==> src/rtl/ntt_pkg.sv <==
// Shared constants, state encoding and helpers for the forward/inverse NTT engines.
package ntt_pkg;

  localparam int unsigned N_DEF      = 32;
  localparam int unsigned COEF_W_DEF = 4;
  localparam int unsigned Q_W_DEF    = 8;
  localparam int unsigned IDX_W_DEF  = $clog2(N_DEF);

  // Frame sequencing states, kept as plain constants for legacy tool flows.
  typedef logic [1:0] state_t;
  localparam state_t ST_LOAD  = 2'd0;
  localparam state_t ST_MAC   = 2'd1;
  localparam state_t ST_SCALE = 2'd2;
  localparam state_t ST_OUT   = 2'd3;

  // Index counter width; a 1-bit counter still works for the smallest frame.
  function automatic int unsigned idx_width(input int unsigned n);
    return (n < 2) ? 1 : $clog2(n);
  endfunction

  // x mod m, with a modulus below 2 collapsing everything to zero.
  function automatic logic [15:0] mod_reduce(input logic [15:0] x, input logic [15:0] m);
    if (m < 16'd2) return 16'd0;
    return x % m;
  endfunction

endpackage

==> src/rtl/intt_serial_if.sv <==
// Stream bundle for the inverse NTT engine: coefficient input and result output.
interface intt_serial_if
  import ntt_pkg::*;
#(
  parameter int unsigned COEF_W = COEF_W_DEF
) ();

  logic              s_valid;
  logic              s_ready;
  logic [COEF_W-1:0] s_data;
  logic              m_valid;
  logic              m_ready;
  logic [COEF_W-1:0] m_data;
  logic              m_last;

  // Environment side: produces input beats, consumes results.
  modport master (
    output s_valid, s_data, m_ready,
    input  s_ready, m_valid, m_data, m_last
  );

  // Engine side.
  modport slave (
    input  s_valid, s_data, m_ready,
    output s_ready, m_valid, m_data, m_last
  );

endinterface

==> src/rtl/modmul.sv <==
// Combinational (a*b + c) mod q on residue-width operands.
module modmul #(
  parameter int unsigned COEF_W = 4,
  parameter int unsigned Q_W    = 8
) (
  input  logic [COEF_W-1:0] a,
  input  logic [COEF_W-1:0] b,
  input  logic [COEF_W-1:0] c,
  input  logic [Q_W-1:0]    q,
  output logic [COEF_W-1:0] y
);

  localparam int unsigned ProdW = 2 * COEF_W + 1;
  localparam int unsigned W     = (ProdW > Q_W) ? ProdW : Q_W;

  logic [W-1:0] sum;
  logic [W-1:0] q_ext;
  logic [W-1:0] rem;

  // Full-width product plus addend, then a single reduction; q < 2 yields 0.
  always_comb begin
    sum   = W'(a) * W'(b) + W'(c);
    q_ext = W'(q);
    rem   = '0;
    if (q_ext >= W'(2)) begin
      rem = sum % q_ext;
    end
    y = COEF_W'(rem);
  end

endmodule

==> src/rtl/intt_serial.sv <==
// Serial inverse NTT: buffers N residues, evaluates each output with one MAC term per
// cycle, scales by n_inv and streams results in index order.
module intt_serial
  import ntt_pkg::*;
#(
  parameter int unsigned N      = N_DEF,
  parameter int unsigned COEF_W = COEF_W_DEF,
  parameter int unsigned Q_W    = Q_W_DEF
) (
  input  logic           clk,
  input  logic           rst_n,
  input  logic [Q_W-1:0] q,
  input  logic [Q_W-1:0] w_inv,
  input  logic [Q_W-1:0] n_inv,
  output logic           busy,
  intt_serial_if.slave   bus
);

  localparam int unsigned     IdxW = idx_width(N);
  localparam logic [IdxW-1:0] Last = IdxW'(N - 1);

  state_t            state_q, state_d;
  logic [IdxW-1:0]   j_q, j_d;
  logic [IdxW-1:0]   i_q, i_d;
  logic [Q_W-1:0]    q_q, q_d;
  logic [COEF_W-1:0] w_q, w_d;
  logic [COEF_W-1:0] n_q, n_d;
  logic [COEF_W-1:0] r_q, r_d;
  logic [COEF_W-1:0] tw_q, tw_d;
  logic [COEF_W-1:0] acc_q, acc_d;
  logic [COEF_W-1:0] m_data_q, m_data_d;
  logic              m_valid_q, m_valid_d;
  logic              m_last_q, m_last_d;

  logic [COEF_W-1:0] buf_q [N];
  logic              buf_we;
  logic [COEF_W-1:0] buf_wdata;
  logic [Q_W-1:0]    q_sel;

  // The accumulate/scale path and the power path each need a product in the same MAC
  // cycle, so there is one multiplier per path, each time-shared across states.
  logic [COEF_W-1:0] acc_a, acc_b, acc_c, acc_y;
  logic [COEF_W-1:0] pw_a, pw_b, pw_y;

  modmul #(
    .COEF_W (COEF_W),
    .Q_W    (Q_W)
  ) u_acc_mul (
    .a (acc_a),
    .b (acc_b),
    .c (acc_c),
    .q (q_q),
    .y (acc_y)
  );

  modmul #(
    .COEF_W (COEF_W),
    .Q_W    (Q_W)
  ) u_pow_mul (
    .a (pw_a),
    .b (pw_b),
    .c ('0),
    .q (q_q),
    .y (pw_y)
  );

  // First beat of a frame reduces against the live q port; later beats use the latched one.
  assign q_sel     = (j_q == '0) ? q : q_q;
  assign buf_wdata = COEF_W'(mod_reduce(16'(bus.s_data), 16'(q_sel)));

  // Next-state and datapath steering per FSM state.
  always_comb begin
    state_d   = state_q;
    j_d       = j_q;
    i_d       = i_q;
    q_d       = q_q;
    w_d       = w_q;
    n_d       = n_q;
    r_d       = r_q;
    tw_d      = tw_q;
    acc_d     = acc_q;
    m_data_d  = m_data_q;
    m_valid_d = m_valid_q;
    m_last_d  = m_last_q;
    buf_we    = 1'b0;
    acc_a     = '0;
    acc_b     = '0;
    acc_c     = '0;
    pw_a      = '0;
    pw_b      = '0;

    unique case (state_q)
      ST_LOAD: begin
        if (bus.s_valid) begin
          buf_we = 1'b1;
          j_d    = j_q + 1'b1;
          if (j_q == '0) begin
            q_d = q;
            w_d = COEF_W'(mod_reduce(16'(w_inv), 16'(q)));
            n_d = COEF_W'(mod_reduce(16'(n_inv), 16'(q)));
          end
          if (j_q == Last) begin
            state_d = ST_MAC;
            j_d     = '0;
            i_d     = '0;
            r_d     = COEF_W'(1);
            tw_d    = COEF_W'(1);
            acc_d   = '0;
          end
        end
      end
      ST_MAC: begin
        acc_a = buf_q[j_q];
        acc_b = tw_q;
        acc_c = acc_q;
        acc_d = acc_y;
        // Twiddle advances by repeated multiplication so non-roots stay exact.
        pw_a  = tw_q;
        pw_b  = r_q;
        tw_d  = pw_y;
        j_d   = j_q + 1'b1;
        if (j_q == Last) begin
          state_d = ST_SCALE;
          j_d     = '0;
        end
      end
      ST_SCALE: begin
        acc_a     = acc_q;
        acc_b     = n_q;
        m_data_d  = acc_y;
        m_valid_d = 1'b1;
        m_last_d  = (i_q == Last);
        state_d   = ST_OUT;
      end
      ST_OUT: begin
        if (bus.m_ready) begin
          m_valid_d = 1'b0;
          m_last_d  = 1'b0;
          if (i_q != Last) begin
            i_d     = i_q + 1'b1;
            pw_a    = r_q;
            pw_b    = w_q;
            r_d     = pw_y;
            acc_d   = '0;
            tw_d    = COEF_W'(1);
            state_d = ST_MAC;
          end else begin
            j_d     = '0;
            state_d = ST_LOAD;
          end
        end
      end
      default: state_d = ST_LOAD;
    endcase
  end

  // Control and arithmetic state with synchronous active-low reset.
  always_ff @(posedge clk) begin
    if (!rst_n) begin
      state_q   <= ST_LOAD;
      j_q       <= '0;
      i_q       <= '0;
      q_q       <= '0;
      w_q       <= '0;
      n_q       <= '0;
      r_q       <= '0;
      tw_q      <= '0;
      acc_q     <= '0;
      m_data_q  <= '0;
      m_valid_q <= 1'b0;
      m_last_q  <= 1'b0;
    end else begin
      state_q   <= state_d;
      j_q       <= j_d;
      i_q       <= i_d;
      q_q       <= q_d;
      w_q       <= w_d;
      n_q       <= n_d;
      r_q       <= r_d;
      tw_q      <= tw_d;
      acc_q     <= acc_d;
      m_data_q  <= m_data_d;
      m_valid_q <= m_valid_d;
      m_last_q  <= m_last_d;
    end
  end

  // Coefficient buffer; contents are only meaningful after a full LOAD, so no reset.
  always_ff @(posedge clk) begin
    if (buf_we) begin
      buf_q[j_q] <= buf_wdata;
    end
  end

  assign bus.s_ready = (state_q == ST_LOAD);
  assign bus.m_valid = m_valid_q;
  assign bus.m_data  = m_data_q;
  assign bus.m_last  = m_last_q;
  assign busy        = !((state_q == ST_LOAD) && (j_q == '0));

endmodule

==> src/flat_wrapper.sv <==
// flat-port wrapper written by rule: the top's interface ports become plain ports
module intt_serial_flat import ntt_pkg::*;
#(
  parameter int unsigned N      = N_DEF,
  parameter int unsigned COEF_W = COEF_W_DEF,
  parameter int unsigned Q_W    = Q_W_DEF
)
  (clk, rst_n, q, w_inv, n_inv, busy, bus_s_valid, bus_s_data, bus_m_ready, bus_s_ready, bus_m_valid, bus_m_data, bus_m_last);
  intt_serial_if #(.COEF_W(COEF_W)) bus_i ();
  input  logic clk;
  input  logic rst_n;
  input  logic [Q_W-1:0] q;
  input  logic [Q_W-1:0] w_inv;
  input  logic [Q_W-1:0] n_inv;
  output logic busy;
  input wire logic [$bits(bus_i.s_valid)-1:0] bus_s_valid;
  input wire logic [$bits(bus_i.s_data)-1:0] bus_s_data;
  input wire logic [$bits(bus_i.m_ready)-1:0] bus_m_ready;
  output wire logic [$bits(bus_i.s_ready)-1:0] bus_s_ready;
  output wire logic [$bits(bus_i.m_valid)-1:0] bus_m_valid;
  output wire logic [$bits(bus_i.m_data)-1:0] bus_m_data;
  output wire logic [$bits(bus_i.m_last)-1:0] bus_m_last;
  assign bus_i.s_valid = bus_s_valid;
  assign bus_i.s_data = bus_s_data;
  assign bus_i.m_ready = bus_m_ready;
  assign bus_s_ready = bus_i.s_ready;
  assign bus_m_valid = bus_i.m_valid;
  assign bus_m_data = bus_i.m_data;
  assign bus_m_last = bus_i.m_last;
  intt_serial #(.N(N), .COEF_W(COEF_W), .Q_W(Q_W)) u_core (.clk(clk), .rst_n(rst_n), .q(q), .w_inv(w_inv), .n_inv(n_inv), .busy(busy), .bus(bus_i));
endmodule
==> config.mk <==
export PLATFORM = sky130hd
export DESIGN_NAME = intt_serial_flat
export DESIGN_NICKNAME = d
export VERILOG_FILES = /design/src/rtl/ntt_pkg.sv /design/src/rtl/intt_serial_if.sv /design/src/rtl/modmul.sv /design/src/rtl/intt_serial.sv /design/src/flat_wrapper.sv
export SDC_FILE = /design/constraint.sdc
export NUM_CORES = 1
export LEC_CHECK = 0
export ABC_CLOCK_PERIOD_IN_PS = 35400
export BUFFER_PORTS_ARGS = -buffer_cell sky130_fd_sc_hd__buf_2
export CORE_MARGIN = 1.5
export CORE_UTILIZATION = 40
export CTS_BUF_LIST = sky130_fd_sc_hd__clkbuf_16
export DETAILED_ROUTE_END_ITERATION = 10
export GPL_TIMING_DRIVEN = 0
export PLACE_DENSITY = 0.55
export SYNTH_ARGS = -nofsm -noshare
export SYNTH_HDL_FRONTEND = slang
export SYNTH_SLANG_ARGS = --single-unit
==> constraint.sdc <==
create_clock -name clk -period 35.4 [get_ports clk]
set_input_delay 3.54 -clock clk [delete_from_list [all_inputs] [get_ports clk]]
set_output_delay 3.54 -clock clk [all_outputs]
set_load 0.05 [all_outputs]
Word-level counts from Yosys, hierarchy flattened --
Memory sizes are Yosys's and may differ from the RTL's. A register that Yosys moved wholly into a read port is not among the register bits. Cells that the tools add are included.
Storage, ports and cells: word-level logic and storage cells 112, bits in registers 46, memory bits (writable) 128, output and inout bits 8, memories 1, input bits 32
Memories:
- u_core.buf_q | depth 32, width 4, rd ports 1, clocked after memory_dff 1, write ports 1, RTL line intt_serial.sv:35 | logic [COEF_W-1:0] buf_q [N];
Cells by class: equality and inequality tests 12, $lt $le $gt $ge 3, add/sub/neg operators 3, divide/modulo/power cells 5, reductions and logical operators 14, multipliers 2, muxes and demuxes 60
Operators by type and width (number):
- 4-bit 2-to-1 mux | 22
- 5-bit 2-to-1 mux | 10
- 4-bit case mux with 2 select lines | 5
- 8-bit by 8-bit remainder unit with 16-bit output | 2
- 4-bit case mux with 3 select lines | 2
- 8-bit by 2-bit < comparator with 1-bit output, second input constant | 2
- 4-bit by 8-bit remainder unit with 16-bit output | 1
- 4-bit by 4-bit multiplier with 8-bit output | 2
- 5-bit case mux with 3 select lines | 1
- 1-bit 2-to-1 mux | 11
- 5-bit by 1-bit adder with 5-bit output, second input constant | 2
- 5-bit == test, second input constant | 2
- 5-bit case mux with 2 select lines | 1
- 5-bit AND reduction | 2
- 8-bit by 4-bit adder with 9-bit output | 1
- 8-bit by 8-bit remainder unit with 9-bit output | 1
- 9-bit by 8-bit remainder unit with 9-bit output | 1
- 8-bit by 2-bit greater-or-equal comparator with 1-bit output, second input constant | 1
- 2-bit 2-to-1 mux | 4
- 8-bit 2-to-1 mux | 1
- 2-bit case mux with 4 select lines | 1
- 4-bit AND reduction | 2
- 2-bit by 1-bit != test with 1-bit output, second input constant | 3
- 2-bit != test, second input constant | 3
- other kinds (12) | 16

Depth between registers and ports, before layout --
Gate-level depths: netlist (run 1).
depth in word-level cells 10, depth in mapped cells 169, depth with buffers taken out 159

Cells and area by module --
A second synthesis (run 1) with hierarchy kept.
Unflattened totals: cells, all modules 3494, area total of the unflattened synthesis 29495.8 um^2
Modules (own cells, without submodules):
- intt_serial | cells an instance 2756, times used 1, sequential area each 4864.7 um^2, area each 23776.6 um^2
- modmul (u_core.u_pow_mul) | cells an instance 374, times used 1, sequential area each 0.0 um^2, area each 2882.8 um^2
- modmul (u_core.u_acc_mul) | cells an instance 364, times used 1, sequential area each 0.0 um^2, area each 2836.5 um^2

Least setup slack after synthesis (run 1) --
Ideal clock, no wire load.
kind input to register, start input port q[1], end register u_core.w_q[0], data required time 35.331 ns, path buffers 9, cell stages on the path 157, library setup time 0.069 ns, slack 1.383 ns, data arrival time 33.948 ns, cell sequence inv_1 > ha_1 > o21ai_0 > a211oi_1 > nand3_1 > o21ai_0 > ha_1 > o21a_1 > o21ai_0 > nor2_1 > ha_1 > o21a_1 > o21a_1 > o21ai_0 > a21oi_1 > mux2_2 > ha_1 > o21a_1 > [121 not listed] > clkbuf_2 > clkbuf_1 > nor2_1 > a21oi_1 > ha_1 > a21boi_0 > o21ai_0 > nand2b_1 > a21oi_1 > nor2b_1 > o21ai_0 > nand2b_1 > a21oi_1 > nand3_1 > a211oi_1 > o211a_1 > mux2_2 > o21ai_1
Between the ends: cells in the longest elaborated chain, start to end 6, elaborated cells between the ends (all ways) 7, those cells by class div (1); order compare (1); mux (5)
Ends and longest elaborated chain:
- from (decl) | RTL line flat_wrapper.sv:12 | input logic [Q_W-1:0] q;
- parallel branches: the longest is 5 deep, another holds 8-bit by 8-bit remainder unit with 16-bit output
- 4-bit 2-to-1 mux * | RTL line ntt_pkg.sv:24 | return x % m;
- to (signal assigned) | RTL line intt_serial.sv:177 | w_q <= w_d;
- to (decl) | RTL line intt_serial.sv:26 | logic [COEF_W-1:0] w_q, w_d;
Every way passes the cells marked *. The select of a mux whose other input is x is not followed. A chain may end at the register's enable or synchronous reset.

Worst setup path in the final report (run 1) --
start input port q[6], end register u_core.w_q[0]
The elaborated chain is that of the path after synthesis.

==> results.json, run 1 <==
{
  "clock_latency_ps": 450,
  "max_stage_delay_ps": 520,
  "synth_area_leaders": "ha_1, edfxtp_1, o21a_1",
  "crit_path_end_kind": "flop",
  "max_slew_margin_pct": 8.24,
  "fillers": 6777,
  "crit_path_start_kind": "primary input",
  "synth-xor-area-share_pct": 3.54,
  "gp_congestion": 0.841,
  "area_growth_pct": 12.3,
  "worst_slew_pin_slew_ps": 1370,
  "portBuffers": 38,
  "routed_via_density": 5.69,
  "maxCapViolCount": 0,
  "cp_slowest_cell": "or4_1",
  "setup_ws_ps": 1550,
  "pre_cts_ws_ps": -4340,
  "slew_viol_final": 0,
  "synth_top_cell_area_share_pct": 19.5,
  "fin_setup_tns_ps": 0,
  "io-pin-count": 40,
  "mostFrequentLayoutCell": "ha_1",
  "num_vias": 25200,
  "ff_latch_area_um2": 4860,
  "yosysWarningCount": 0,
  "required_ps": 35780,
  "drt-total-wl_mm": 76.4,
  "wl_per_cell_um": 17.3,
  "core_area_um2": 68600,
  "grt-ovfl-total": 0,
  "setup_viol": 0,
  "synth_cell_types": 108,
  "grt_first_pass_wirelength_mm": 122,
  "firstDrtPassIters": 5,
  "synth-adder-area-share_pct": 20.7,
  "track_usage_pct": 21.1,
  "hold_class": "reg2reg",
  "multi_input_comb_area_um2": 22700,
  "synthMuxAreaShare_pct": 8.52,
  "synth_compound_area_share_pct": 25.8,
  "htree_num_levels": 4,
  "drc": 0,
  "cp.arrival_ps": 34230,
  "finalInstanceArea_um2": 31100,
  "first_global_vias": 23600,
  "crit_type": "in2reg",
  "nNetsFinal": 3958,
  "num_rows": 96,
  "cts-root-buf": "clkbuf_16",
  "die_y_um": 266,
  "drive_gt1_share_pct": 13.9,
  "synth_flop_cell": "edfxtp_1",
  "syn_area_per_cell_um2": 8.32,
  "drtIter0Drc": 1467,
  "cts_tree": "done",
  "ctsLongestPathBuffers": 2,
  "die_area_um2": 70800,
  "cts_buffers": 17,
  "ant_nets": 0,
  "synth_top_family_by_area": "compound AO/OA/AOI/OAI gates",
  "post-dp-hpwl_mm": 59.5,
  "hold_viol_final": 0,
  "start_util_pct": 40.3,
  "ys_seq_area_share_pct": 17.6,
  "numClockSinks": 179,
  "fmax_ghz": 0.0295,
  "async_flop_share_pct": 0,
  "final_cell_mix": "ha_1, nor2_1, nand2_1, nor3_1, o21a_1",
  "yosysTopAreaCell": "ha_1",
  "placed_cell_area_um2": 29400,
  "cp_max_fo": 10,
  "grt_max_degree": 33,
  "fin_skew_ps": 14.1,
  "synth-seq-cells": 179,
  "netlist_instances": 3328,
  "die_x_um": 266,
  "fin_crit_sh_pct": 95.6,
  "antenna_found_initial": 6,
  "period_minus_slack_ps": 33850,
  "cts.clk_slew.worst_paths_ps": 80,
  "synth_area_um2": 27700,
  "status": "finished clean",
  "path_common_cell": "o21a_1",
  "synth_edf_count": 128,
  "synth-simple-area-share_pct": 20.9
}
worst paths after layout:
kind | from | endpoint | slack [ps] | cells past startpoint
max | q[6] | u_core.w_q[0] | 1550 | 157
min | u_core.i_q[4] | u_core.i_q[4] | 470 | 2
max reg2reg | u_core.j_q[0] | u_core.buf_q[7][0] | 3340 | 148
min reg2reg | u_core.i_q[4] | u_core.i_q[4] | 470 | 2
cell type report:
cell class | count | share of cell area (%)
Sequential cell | 179 | 15.7
Timing Repair Buffer | 111 | 2.79
Inverter | 133 | 1.71
Clock buffer | 17 | 1.37
Clock inverter | 15 | 0.463
Antenna cell | 2 | 0.0161
Multi-Input combinational cell | 2956 | 73.1
Buffer | 81 | 1.19
Tap cell | 931 | 3.75
cells in the mapped netlist (all sizes together), types with 11 or more instances:
cell type / instances
a21boi: 18
and2: 23
inv: 133
or2: 33
or3: 34
a21oi: 175
xnor2: 78
a211oi: 33
clkbuf: 66
o21ai: 188
o31ai: 82
buf: 19
nand2b: 54
a22oi: 24
o21a: 225
ha: 431
dfxtp: 51
mux2i: 38
o211a: 21
a21o: 74
nand2: 245
mux2: 95
and3: 16
nand4: 42
nor2: 312
o211ai: 30
nor3: 230
nand3: 62
nor4: 15
mux4: 40
fa: 16
xor2: 34
a22o: 21
o21bai: 11
nor2b: 56
edfxtp: 128
a31oi: 14
through the flow:
| step | std cells | hold slack (ps) | util (%) |
|---|---|---|---|
| floorplan | 3353 | 417 | - |
| global placement | 4322 | 461 | 42.5 |
| detailed placement | 4332 | 468 | 42.8 |
| CTS | 4369 | 477 | 44.0 |
| global route | 4424 | 496 | 45.3 |
| finish | 4425 | 472 | 45.3 |
routing by layer:
metal | wire length (um) | vias up | global-route usage (%) | part of all wire [%]
met4 | 1250 | 2 | 4.56 | 1.6
li1 | - | 13000 | - | -
met3 | 2160 | 63 | 1.26 | 2.8
met5 | 13 | - | 0 | 0.017
met2 | 34800 | 364 | 35.5 | 46
met1 | 38100 | 11700 | 29.7 | 50
worst max-delay path, delay by kind of cell:
family                     cells  cell delay (ps)
and+or+nand+nor               35             6040
muxes                          4             1240
adders and majority gates     14             4070
buffers and inverters         10             1750
AOI/OAI and AO/OA             94            17590
cell families (layout without fill, tap and decap cells):
logic type / Yosys count / in the layout
AOI/OAI and AO/OA: 1027 / 1027
xor gates and xnor gates: 112 / 112
adders and majority gates: 448 / 448
buffers and inverters: 218 / 357
DFF: 179 / 179
muxes: 173 / 173
other: 1 / 28
and+or+nand+nor: 1170 / 1170
what timing repair did:
| item | in CTS | in global routing |
|---|---|---|
| gates cloned | 0 | 0 |
| resized for setup | 59 | 136 |
| buffers inserted | 6 | 57 |
| endpoints found under the setup margin | 136 | 136 |
| pin swaps | 6 | 42 |
| hold buffers | 0 | 0 |
registers in the layout, summed over array words and instances, names as in the netlist, named ones only:
| register | flops |
|---|---|
| u_core.w_q | 4 |
| u_core.q_q | 8 |
| u_core.n_q | 4 |
| u_core.buf_q | 128 |
| u_core.acc_q | 4 |
| u_core.bus.m_last | 1 |
| u_core.tw_q | 4 |
| u_core.bus.m_valid | 1 |
| u_core.j_q | 5 |
| u_core.i_q | 5 |
| u_core.state_q | 2 |
| u_core.bus.m_data | 4 |
| u_core.r_q | 4 |
Power of run 1 is not shown: default switching activity piles up to over one toggle a cycle in this logic, so the estimate is an artifact.
==> run 2, diff against run 1 <==
- HOLD_SLACK_MARGIN: not set -> 0.15
- PLACE_DENSITY: 0.55 -> not set
==> results.json, run 2 (synthesized netlist as in run 1, its figures left out) <==
{
  "fin_skew_ps": 10.6,
  "path_common_cell": "o21a_1",
  "setup_viol": 0,
  "portBuffers": 38,
  "core_area_um2": 68600,
  "r2r_cells": 152,
  "cp_slowest_cell": "or4_1",
  "hold_viol_final": 0,
  "cts.clk_slew.worst_paths_ps": 70,
  "cts_buffers": 17,
  "status": "finished clean",
  "max_stage_delay_ps": 530,
  "cts_tree": "done",
  "wl_per_cell_um": 17.1,
  "gp_congestion": 0.858,
  "area_growth_pct": 13.5,
  "start_util_pct": 40.3,
  "routed_via_density": 5.77,
  "clock_latency_ps": 450,
  "grt_max_degree": 27,
  "firstDrtPassIters": 7,
  "drive_gt1_share_pct": 14.6,
  "largest_register_ffs": 128,
  "worst_slew_pin_slew_ps": 1330,
  "num_vias": 25700,
  "slew_viol_final": 0,
  "fin_crit_sh_pct": 95.5,
  "cts-root-buf": "clkbuf_16",
  "ctsLongestPathBuffers": 2,
  "largestRegisters": "u_core.buf_q x128, u_core.q_q x8",
  "mostFrequentLayoutCell": "ha_1",
  "first_global_vias": 24100,
  "crit_type": "in2reg",
  "drt-total-wl_mm": 75.9,
  "nNetsFinal": 3981,
  "setup_ws_ps": 1580,
  "post-dp-hpwl_mm": 57.8,
  "grt-ovfl-total": 0,
  "cp_max_fo": 10,
  "ant_nets": 0,
  "num_rows": 96,
  "cp.arrival_ps": 34210,
  "period_minus_slack_ps": 33820,
  "hold_class": "reg2reg",
  "crit_path_start_kind": "primary input",
  "required_ps": 35790,
  "die_area_um2": 70800,
  "crit_buf_inv": 12,
  "cpLargestDelayFamily": "compound AO/OA/AOI/OAI gates",
  "top_register": "u_core.buf_q",
  "io-pin-count": 40,
  "maxCapViolCount": 0,
  "crit_path_end_kind": "flop",
  "htree_num_levels": 4,
  "path_depth": 159,
  "antenna_found_initial": 7,
  "pre_cts_ws_ps": -4960,
  "die_x_um": 266,
  "drc": 0,
  "drtIter0Drc": 1492,
  "grt_first_pass_wirelength_mm": 123,
  "fmax_ghz": 0.0296,
  "final_cell_mix": "ha_1, nor2_1, nand2_1, nor3_1, o21a_1",
  "track_usage_pct": 21.1,
  "max_slew_margin_pct": 9.99,
  "die_y_um": 266,
  "whs_path_depth": 2,
  "numClockSinks": 179
}
-- run 2: worst min-delay path: stages, from the launching register on --
cell      delay [ps]
dfxtp_1          320
nand2_1           50
a21boi_0          70
-- run 2: final cells by class --
cell class,count,area [um^2]
fillers,6772,37200
multi-input cells,2959,22800
flip-flops and latches,179,4860
well taps,931,1160
repair buffers,128,1050
inverters,133,510
clock buffers,17,425
plain buffers,81,370
clock inverters,15,159
repair inverters,3,15.0
diodes,2,5.00
-- run 2: path summary, 6_finish.rpt --
path | from | slack [ps] | end
worst max-delay path | q[6] | 1580 | u_core.w_q[1]
worst min-delay path | u_core.i_q[1] | 500 | u_core.i_q[1]
worst max register to register | u_core.j_q[0] | 3340 | u_core.buf_q[20][2]
worst min register to register | u_core.i_q[1] | 500 | u_core.i_q[1]
-- run 2: metrics by stage --
step                std cells  instance area, um^2  util [%]  hold slack [ps]  TNS, ps
floorplan                3353                27800         -              417        0
global placement         4322                29100      42.5              458  -472660
detailed placement       4328                29300      42.7              470  -271880
CTS                      4379                30300      44.2              498        0
global route             4447                31400      45.8              512    -5030
finish                   4448                31400      45.8              496        0
-- run 2: timing repair --
| action | CTS | global route |
|---|---|---|
| gates resized for setup | 67 | 130 |
| endpoints found under the setup margin | 136 | 136 |
| buffers inserted | 14 | 70 |
| endpoints found under the hold margin | 0 | 0 |
| hold buffers | 0 | 0 |
| pin swaps | 10 | 42 |
| cloned | 6 | 0 |
-- run 2: routing by layer --
| metal | part of all wire, % | vias up | global-route usage [%] |
|---|---|---|---|
| met3 | 3.8 | 62 | 1.20 |
| li1 | - | 13100 | - |
| met4 | 1.4 | 2 | 4.42 |
| met2 | 47 | 491 | 36.0 |
| met5 | 0.016 | - | 0 |
| met1 | 48 | 12000 | 29.2 |
Power of run 2 is left out for the same reason.
